## config.mk

```make
export PLATFORM = sky130hd
export DESIGN_NAME = bcd_score_renderer
export DESIGN_NICKNAME = d
export VERILOG_FILES = /design/src/rtl/bcd_score_renderer.sv
export SDC_FILE = /design/constraint.sdc
export NUM_CORES = 1
export LEC_CHECK = 0
export BUFFER_PORTS_ARGS = -buffer_cell sky130_fd_sc_hd__buf_2
export CAP_MARGIN = 15
export CORE_ASPECT_RATIO = 1.75
export CORE_MARGIN = 1.5
export CORE_UTILIZATION = 30
export DETAILED_ROUTE_END_ITERATION = 7
export GPL_ROUTABILITY_DRIVEN = 0
export PLACE_DENSITY = 0.47
export SLEW_MARGIN = 5
export SYNTH_ARGS = -nofsm -noshare
export SYNTH_HDL_FRONTEND = slang
export SYNTH_SLANG_ARGS = --single-unit
export TNS_END_PERCENT = 100
```

## constraint.sdc

```tcl
create_clock -name clk -period 11.75 [get_ports clk]
set_clock_uncertainty 0.05 [all_clocks]
set_input_delay 0.5875 -clock clk [delete_from_list [all_inputs] [get_ports clk]]
set_output_delay 0.5875 -clock clk [all_outputs]
set_load 0.01 [all_outputs]
```

## src/rtl/bcd_score_renderer.sv

```systemverilog
// bcd_score_renderer: packed-BCD score counter with a frame-latched display
// copy and a glyph-ROM address generator for the on-screen score digits.
// The counter saturates at all-9s and sets a sticky overflow flag.
// Optional feature macro: HISCORE_EN adds a high-score register that is
// updated on the rising edge of freeze. Without it, hi_bcd is tied to 0.
// Pixel stream has no backpressure: x/y/active are taken every cycle.
// glyph_addr is valid 1 cycle later, and pixel_on is valid 2 cycles later.
module bcd_score_renderer #(
  parameter int DIGITS   = 5,
  parameter int GLYPH_W  = 14,
  parameter int GLYPH_H  = 14,
  parameter int GAP      = 2,
  parameter int ORIGIN_X = 545,
  parameter int ORIGIN_Y = 10,
  parameter int ROM_AW   = 12
) (
  input  logic                  clk,
  input  logic                  reset,
  input  logic                  tick,
  input  logic                  freeze,
  input  logic                  clear,
  input  logic                  frame_start,
  input  logic                  active,
  input  logic [9:0]            x,
  input  logic [8:0]            y,
  output logic [ROM_AW-1:0]     glyph_addr,
  input  logic                  glyph_data,
  output logic                  pixel_on,
  output logic [4*DIGITS-1:0]   score_bcd,
  output logic                  overflow,
  output logic [4*DIGITS-1:0]   hi_bcd
);

  localparam int W     = 4 * DIGITS;
  localparam int PITCH = GLYPH_W + GAP;
  localparam logic [ROM_AW-1:0] GLYPH_SZ = ROM_AW'(GLYPH_W * GLYPH_H);
  localparam logic [ROM_AW-1:0] GW_A     = ROM_AW'(GLYPH_W);
  localparam logic [10:0]       OY       = 11'(ORIGIN_Y);
  localparam logic [10:0]       GW11     = 11'(GLYPH_W);
  localparam logic [10:0]       GH11     = 11'(GLYPH_H);

  logic [W-1:0]      disp;
  logic [W-1:0]      score_inc;
  logic              all_nines;
  logic              carry;
  logic [10:0]       x11;
  logic [10:0]       y11;
  logic [10:0]       lo;
  logic [10:0]       row;
  logic [10:0]       col;
  logic [3:0]        val;
  logic              y_in;
  logic              in_win;
  logic [ROM_AW-1:0] addr_next;
  logic              win_d1;
  logic              win_d2;

  // Ripple the +1 through all nibbles in one cycle; flag the all-9s state.
  always_comb begin
    score_inc = score_bcd;
    carry     = 1'b1;
    all_nines = 1'b1;
    for (int i = 0; i < DIGITS; i++) begin
      if (score_bcd[4*i +: 4] != 4'd9) all_nines = 1'b0;
      if (carry) begin
        if (score_bcd[4*i +: 4] == 4'd9) begin
          score_inc[4*i +: 4] = 4'd0;
        end else begin
          score_inc[4*i +: 4] = score_bcd[4*i +: 4] + 4'd1;
          carry = 1'b0;
        end
      end
    end
  end

  // Score counter: clear beats freeze, freeze beats tick; saturate at all-9s.
  always_ff @(posedge clk or posedge reset) begin
    if (reset) begin
      score_bcd <= '0;
      overflow  <= 1'b0;
    end else if (clear) begin
      score_bcd <= '0;
      overflow  <= 1'b0;
    end else if (tick && !freeze && !overflow) begin
      if (all_nines) overflow  <= 1'b1;
      else           score_bcd <= score_inc;
    end
  end

  // Display copy only changes at frame start so digits never tear.
  always_ff @(posedge clk or posedge reset) begin
    if (reset)            disp <= '0;
    else if (frame_start) disp <= score_bcd;
  end

  // Find which digit cell (if any) the pixel falls in and its glyph offset.
  always_comb begin
    x11    = {1'b0, x};
    y11    = {2'b0, y};
    y_in   = (y11 >= OY) && (y11 < OY + GH11);
    row    = y11 - OY;
    in_win = 1'b0;
    val    = 4'd0;
    col    = 11'd0;
    lo     = 11'd0;
    for (int k = 0; k < DIGITS; k++) begin
      lo = 11'(ORIGIN_X + k * PITCH);
      if (y_in && (x11 >= lo) && (x11 < lo + GW11)) begin
        in_win = 1'b1;
        val    = disp[4*(DIGITS-1-k) +: 4];
        col    = x11 - lo;
      end
    end
    addr_next = ROM_AW'(val) * GLYPH_SZ + ROM_AW'(row) * GW_A + ROM_AW'(col);
  end

  // Two-stage pixel pipeline aligned with the synchronous glyph ROM.
  always_ff @(posedge clk or posedge reset) begin
    if (reset) begin
      glyph_addr <= '0;
      win_d1     <= 1'b0;
      win_d2     <= 1'b0;
    end else begin
      if (in_win) glyph_addr <= addr_next;
      win_d1 <= in_win & active;
      win_d2 <= win_d1;
    end
  end

  assign pixel_on = win_d2 & glyph_data;

`ifdef HISCORE_EN
  logic         freeze_d;
  logic         score_gt;
  logic         decided;
  logic [W-1:0] hi_q;

  // Nibble-wise magnitude compare, most significant digit first.
  always_comb begin
    score_gt = 1'b0;
    decided  = 1'b0;
    for (int i = DIGITS - 1; i >= 0; i--) begin
      if (!decided && (score_bcd[4*i +: 4] != hi_q[4*i +: 4])) begin
        decided  = 1'b1;
        score_gt = score_bcd[4*i +: 4] > hi_q[4*i +: 4];
      end
    end
  end

  // Capture a new high score when freeze (game over) rises; clear leaves it.
  always_ff @(posedge clk or posedge reset) begin
    if (reset) begin
      freeze_d <= 1'b0;
      hi_q     <= '0;
    end else begin
      freeze_d <= freeze;
      if (freeze && !freeze_d && score_gt) hi_q <= score_bcd;
    end
  end

  assign hi_bcd = hi_q;
`else
  assign hi_bcd = '0;
`endif

  function automatic logic bcd_legal(input logic [W-1:0] v);
    logic ok;
    ok = 1'b1;
    for (int i = 0; i < DIGITS; i++) begin
      if (v[4*i +: 4] > 4'd9) ok = 1'b0;
    end
    return ok;
  endfunction

  a_bcd_legal: assert property (@(posedge clk) disable iff (reset) bcd_legal(score_bcd));

endmodule

```

### Yosys cells after proc, flatten, opt, wreduce, memory -nomap -nowiden

Index checks and enable logic that the tools add are counted.

| operators by class | value |
|---|---|
| bitwise operators | 2 |
| $lt $le $gt $ge | 12 |
| divide/modulo/power cells | 0 |
| add/sub/neg operators | 13 |
| multiply operators | 2 |
| shift operators | 0 |
| equal/unequal tests | 11 |
| mux-type cells | 42 |
| reductions and logical operators | 27 |

Operators with widths:

| cell | count |
|---|---|
| $mux 20 | 3 |
| $mux 4 | 14 |
| $mux 11 | 5 |
| $sub 10x10->11 const B | 5 |
| $ge 10x10->1 const B | 5 |
| $lt 10x10->1 const B | 5 |
| $add 4x1->4 const B | 5 |
| $eq 4x4->1 const B | 5 |
| $mux 1 | 20 |
| $ne 4x4->1 const B | 5 |
| $logic_and 1x1->1 | 13 |
| $add 12x11->12 | 1 |
| $add 12x12->12 | 1 |
| $reduce_and 3->1 | 4 |
| $reduce_bool 2->1 | 6 |
| $mul 11x3->11 const B | 1 |
| $mul 4x6->10 const B | 1 |
| $sub 9x4->10 const B | 1 |
| $ge 9x4->1 const B | 1 |
| $lt 9x5->1 const B | 1 |
| $reduce_and 2->1 | 2 |
| $and 1x1->1 | 2 |
| $logic_not 1->1 | 2 |
| $ne 2x2->1 const B | 1 |

| storage, ports and cells | value |
|---|---|
| flip-flop bits (word level) | 55 |
| output and inout bits | 54 |
| bits of input ports | 27 |
| RAM bits | 0 |
| latch bits | 0 |
| memories | 0 |
| bits in read-only memories | 0 |
| logic and storage cells | 119 |

### Depth between registers and ports, before layout

| depth | value |
|---|---|
| depth in word-level cells | 12 |
| depth in mapped cells | 25 |
| depth with buffers taken out | 24 |

### Worst setup path after synthesis

No wires, ideal clock.

| timing path | value |
|---|---|
| kind | input -> register |
| start point | in x[1] |
| end point | reg glyph_addr[11] |
| arrival time | 4.985 ns |
| setup time | 0.130 ns |
| cell stages on the path | 22 |
| setup slack | 6.585 ns |
| data required time | 11.570 ns |
| cells stage by stage | inv_1 -> ha_1 -> o311ai_4 -> a2111oi_2 -> clkbuf_1 -> a311oi_1 -> nor2_1 -> inv_1 -> ha_1 -> inv_1 -> ha_1 -> ha_1 -> xnor2_1 -> fa_1 -> inv_1 -> ha_1 -> a21o_1 -> a41oi_1 -> nor2b_1 -> nand3_1 -> o2111a_1 -> a21boi_2 |

| on the way | value |
|---|---|
| longest elaborated chain between the ends | 11 |
| elaborated cells between the ends (all ways) | 43 |
| those cells by class | 7 x add/sub; 1 x mul; 10 x order compare; 15 x mux; 10 x reduce/logical |

Ends and longest elaborated chain:

| what | line | source |
|---|---|---|
| start, declared | 24 | `input logic [9:0] x,` |
| $ge 10x10->1 | 108 | `if (y_in && (x11 >= lo) && (x11 < lo + GW11)) begin` |
| $logic_and 1x1->1 (2 in series) | 108 |  |
| $mux 4 (5 in series) | 108 |  |
| $mul 4x6->10 | 114 | `addr_next = ROM_AW'(val) * GLYPH_SZ + ROM_AW'(row) * GW_A + ROM_AW'(col);` |
| $add 12x12->12 | 114 |  |
| $add 12x11->12 | 114 |  |
| end signal, assigned | 124 | `if (in_win) glyph_addr <= addr_next;` |
| end, declared | 26 | `output logic [ROM_AW-1:0] glyph_addr,` |

Parallel ways exist; a longest one is shown, timed or not.
A chain may end at the register's enable or synchronous reset.

### Worst setup path in the final report

| timing path | value |
|---|---|
| start point | in y[3] |
| end point | reg glyph_addr[11] |

| on the way | value |
|---|---|
| longest elaborated chain between the ends | 12 |
| elaborated cells between the ends (all ways) | 33 |
| those cells by class | 3 x add/sub; 2 x mul; 2 x order compare; 15 x mux; 11 x reduce/logical |

Ends and longest elaborated chain:

| what | line | source |
|---|---|---|
| start, declared | 25 | `input logic [8:0] y,` |
| $ge 9x4->1 or $lt 9x5->1 (tied branches) | 100 | `y_in = (y11 >= OY) && (y11 < OY + GH11);` |
| $logic_and 1x1->1 | 100 |  |
| $logic_and 1x1->1 (2 in series) | 108 |  |
| $mux 4 (5 in series) | 108 |  |
| $mul 4x6->10 | 114 |  |
| $add 12x12->12 | 114 |  |
| $add 12x11->12 | 114 |  |

Parallel ways exist; a longest one is shown, timed or not.

==> reports/qor.csv <==
stage,metric,value,unit
status,run_status,completed,
critical_path,path_class,primary input to flip-flop,
power_and_ir_drop,swShare,36.0,%
sta,min_period,5.81,ns
clock_network,path_clk_slew,0.07,ns
drt,wirelength,11500,µm
floorplanning,fp.dieW,97.6,µm
drt,vias,3708,
synthesis,synth_warnings,0,
drt,met1_length,4230,µm
critical_path,cp-start-kind,primary input,
place,portBuffers,60,
sta,max_freq,0.172,GHz
clock_network,clock_latency,0.29,ns
floorplanning,die_y,169,µm
synthesis,synth_top_family_by_area,adder cells,
drt,wl_met2,6530,µm
synthesis,yosys.area.top_type_share,29.3,%
synthesis,synth_largest_area_cell,dfrtp_1,
drt,wl_met3,406,µm
power_and_ir_drop,seqPwrFrac,34.6,%
finish,area_delta_synth_final,13.1,%
power_and_ir_drop,pwr-share-comb,38.5,%
place,hpwlAfterDp,9530,µm
critical_path,crit_chain,buf_2 > a21boi_0 > nand3_2 > nor4_2 > nand2_1 > o22ai_1 > o21ai_0 > ha_1 > inv_1 > ha_1 > ha_1 > xnor2_1 > fa_1 > inv_1 > ha_1 > a21o_1 > a41oi_1 > nor2b_1 > nand3_1 > o2111a_1 > a21boi_2,
synthesis,synthMuxAreaShare,8.17,%
synthesis,synth-adder-area-share,17.9,%
global_route,antenna_found_initial,1,
drt,viasPerCell,4.91,
synthesis,syn-cell-area,0.00470,mm²
finish,nNetsFinal,652,
floorplanning,placeableCoreArea,0.0153,mm²
sta,setup_viol,0,
floorplanning,initial_utilization,30.7,%
critical_path,worst_path_largest_cell_delay,0.78,ns
synthesis,synth_edf_count,0,
synthesis,synth_compound_area_share,13.1,%
clock_network,cts_setup_buffers,0,
hold_path,hp-class,flip-flop to flip-flop,
clock_network,clock-root-buffer,clkbuf_16,
finish,fin_area,0.00532,mm²
clock_network,cts_tree,built,
synthesis,async_flop_share,100,%
critical_path,crit_slowest_cell,nor4_2,
synthesis,synthSimpleGateAreaFrac,16.1,%
finish,n_antenna_cell,0,
synthesis,synth-xor-area-share,6.44,%
power_and_ir_drop,power.density,135,mW/mm²
power_and_ir_drop,peakVddDrop,54.1,µV
finish,final_core_utilization,34.7,%
drt,drtAntennaViolNets,0,
place,placed_area,0.00513,mm²
sta,rsz0062_at_grt,false,
global_route,grt_overflow,0,
critical_path,cp-end-kind,flip-flop,
floorplanning,io-pin-count,81,
critical_path,timing.rr.start,disp[18]$_DFFE_PP0P_,
power_and_ir_drop,intPower,0.000461,W
synthesis,ys_types,59,
synthesis,synth_ff_type,dfrtp_1,
sta,maxSlewHeadroom,34.4,%
power_and_ir_drop,clkPwrFrac,26.8,%
finish,drive_above_1_share,19.5,%
power_and_ir_drop,p_sw,0.000259,W
clock_network,clockBufferDepth,2,
sta,final_hold_viol_count,0,
global_route,grt_max_degree,56,
floorplanning,std_cell_rows,60,
drt,dr.max_layer_used,met5,
clock_network,cts_sinks,55,
critical_path,crit_path_frequent_cell,ha_1,
sta,drv_slew,0,
sta,final.setup.tns,0,ns
hold_path,worstHoldStart,win_d1$_DFF_PP0_,
global_route,grt_pass1_wl,18900,µm
power_and_ir_drop,finalPower,0.000720,W
drt,drc,0,
synthesis,netlist_top_cells_area,"dfrtp_1 29%, ha_1 11%, fa_1 7.2%",
critical_path,cp_max_fo,10,
synthesis,postSynthAreaPerCell,9.20,µm²
critical_path,critPathLaunch,y[3],
global_route,grt_usage,14.3,%
synthesis,synth_commonest_cells,"60 x inv_1, 55 x dfrtp_1, 41 x nand2_1",
synthesis,syn_inst,511,
run,maxCapViolations,0,
sta,max_slew.worst_pin.slew,0.978,ns
clock_network,cts_buffers,5,
critical_path,worstPathArrival,5.90,ns
floorplanning,dieArea,0.0165,mm²
drt,first_pass_iters,4,
synthesis,yosysMostFrequentCell,inv_1,
drt,drtIter0Drc,171,
power_and_ir_drop,leakagePower,2.64,nW
sta,min_period_over_period,49.4,%
clock_network,postCtsHoldBufs,0,
synthesis,synth-seq-cells,55,
global_route,grt_pass1_vias,3765,
drt,drt-wirelength-per-cell,15.3,µm
synthesis,yosysSeqAreaShare,29.3,%
clock_network,cts_resized,0,
clock_network,h-tree-depth,2,
critical_path,critical_path_required,11.84,ns
metrics by stage:
stage	setup WS, ns	instances	hold WS (ns)
floorplan	6.58	530	0.281
global placement	5.69	747	0.285
detailed placement	5.61	747	0.292
CTS	5.91	755	0.309
global route	5.56	755	0.321
finish	5.94	755	0.311
worst paths after layout:
| path | endpoint | cells past startpoint | slack [ns] |
|---|---|---|---|
| setup / recovery | glyph_addr[11]$_DFFE_PP0N_ | 21 | 5.94 |
| hold reg to reg | win_d2$_DFF_PP0_ | 0 | 0.31 |
| setup reg to reg | glyph_addr[11]$_DFFE_PP0N_ | 19 | 7.40 |
| min in group asynchronous | glyph_addr[0]$_DFFE_PP0N_ | 3 | 0.42 |
| max in group asynchronous | glyph_addr[11]$_DFFE_PP0N_ | 3 | 10.73 |
| hold / removal | win_d2$_DFF_PP0_ | 0 | 0.31 |
per-layer routing:
metal	vias to the layer above	track usage [%]
met5	-	0
met3	24	1.94
met2	89	27.6
li1	1824	-
met4	2	6.15
met1	1769	15.3
area by class of cell:
| class | instances | area, µm² |
|---|---|---|
| Fill cell | 1633 | 10000 |
| Multi-Input combinational cell | 384 | 2980 |
| Sequential cell | 55 | 1380 |
| Timing Repair Buffer | 62 | 315 |
| Tap cell | 186 | 233 |
| Inverter | 60 | 225 |
| Clock buffer | 5 | 125 |
| Clock inverter | 3 | 67.6 |
cell usage in the layout (no fill, tap or decap), types with 2 or more instances in the layout:
master and instances:
nand2b_1 6, or3_1 2, a2111oi_0 2, nor2b_1 5, nand4_1 3, nor3b_1 4
clkbuf_16 5, or4_1 4, nor3_1 6, fa_1 17, inv_1 59, nand2_1 41
nor2_1 39, a21oi_1 25, nor4_1 3, xor2_1 17, mux2_2 27, buf_2 60
conb_1 20, nor4b_2 2, ha_1 40, a21o_1 7, o211ai_1 4, o21ai_0 28
nand3_1 12, bufinv_16 2, o31ai_1 4, dfrtp_1 55, o21bai_1 4, nor4_2 2
and2_1 3, buf_4 2, mux2i_1 8, a31oi_1 4, nand3b_1 6, xnor2_1 15
power by group through the flow:
stage,sequential (W),clock (W),combinational (W)
6_report,0.000249,0.000193,0.000278
3_3_place_gp,0.000254,0,0.000279
4_1_cts,0.000250,0.000199,0.000285
2_1_floorplan,0.000256,0,0.000193
3_5_place_dp,0.000254,0,0.000283
5_1_grt,0.000255,0.000207,0.000315
flip-flops by register name, indices dropped and copies added, names as in the netlist:
name        count
overflow        1
glyph_addr     12
disp           20
win_d2          1
win_d1          1
score_bcd      20
critical path: cells and delay by family:
family	cells	cell delay, ns
xor+xnor	1	0.14
buf+inv	3	0.24
fa+ha+maj	5	1.70
simple gates	5	1.65
compound gates	7	1.57
kinds of logic (layout without fill, tap and decap cells):
| kind of cell | count (synthesis) | count (layout) |
|---|---|---|
| other cells | 1 | 20 |
| buf+inv | 91 | 130 |
| compound gates | 94 | 94 |
| mux | 35 | 35 |
| fa+ha+maj | 57 | 57 |
| flops | 55 | 55 |
| xor+xnor | 33 | 33 |
| simple gates | 145 | 145 |
(Power assumes the default switching activity.)
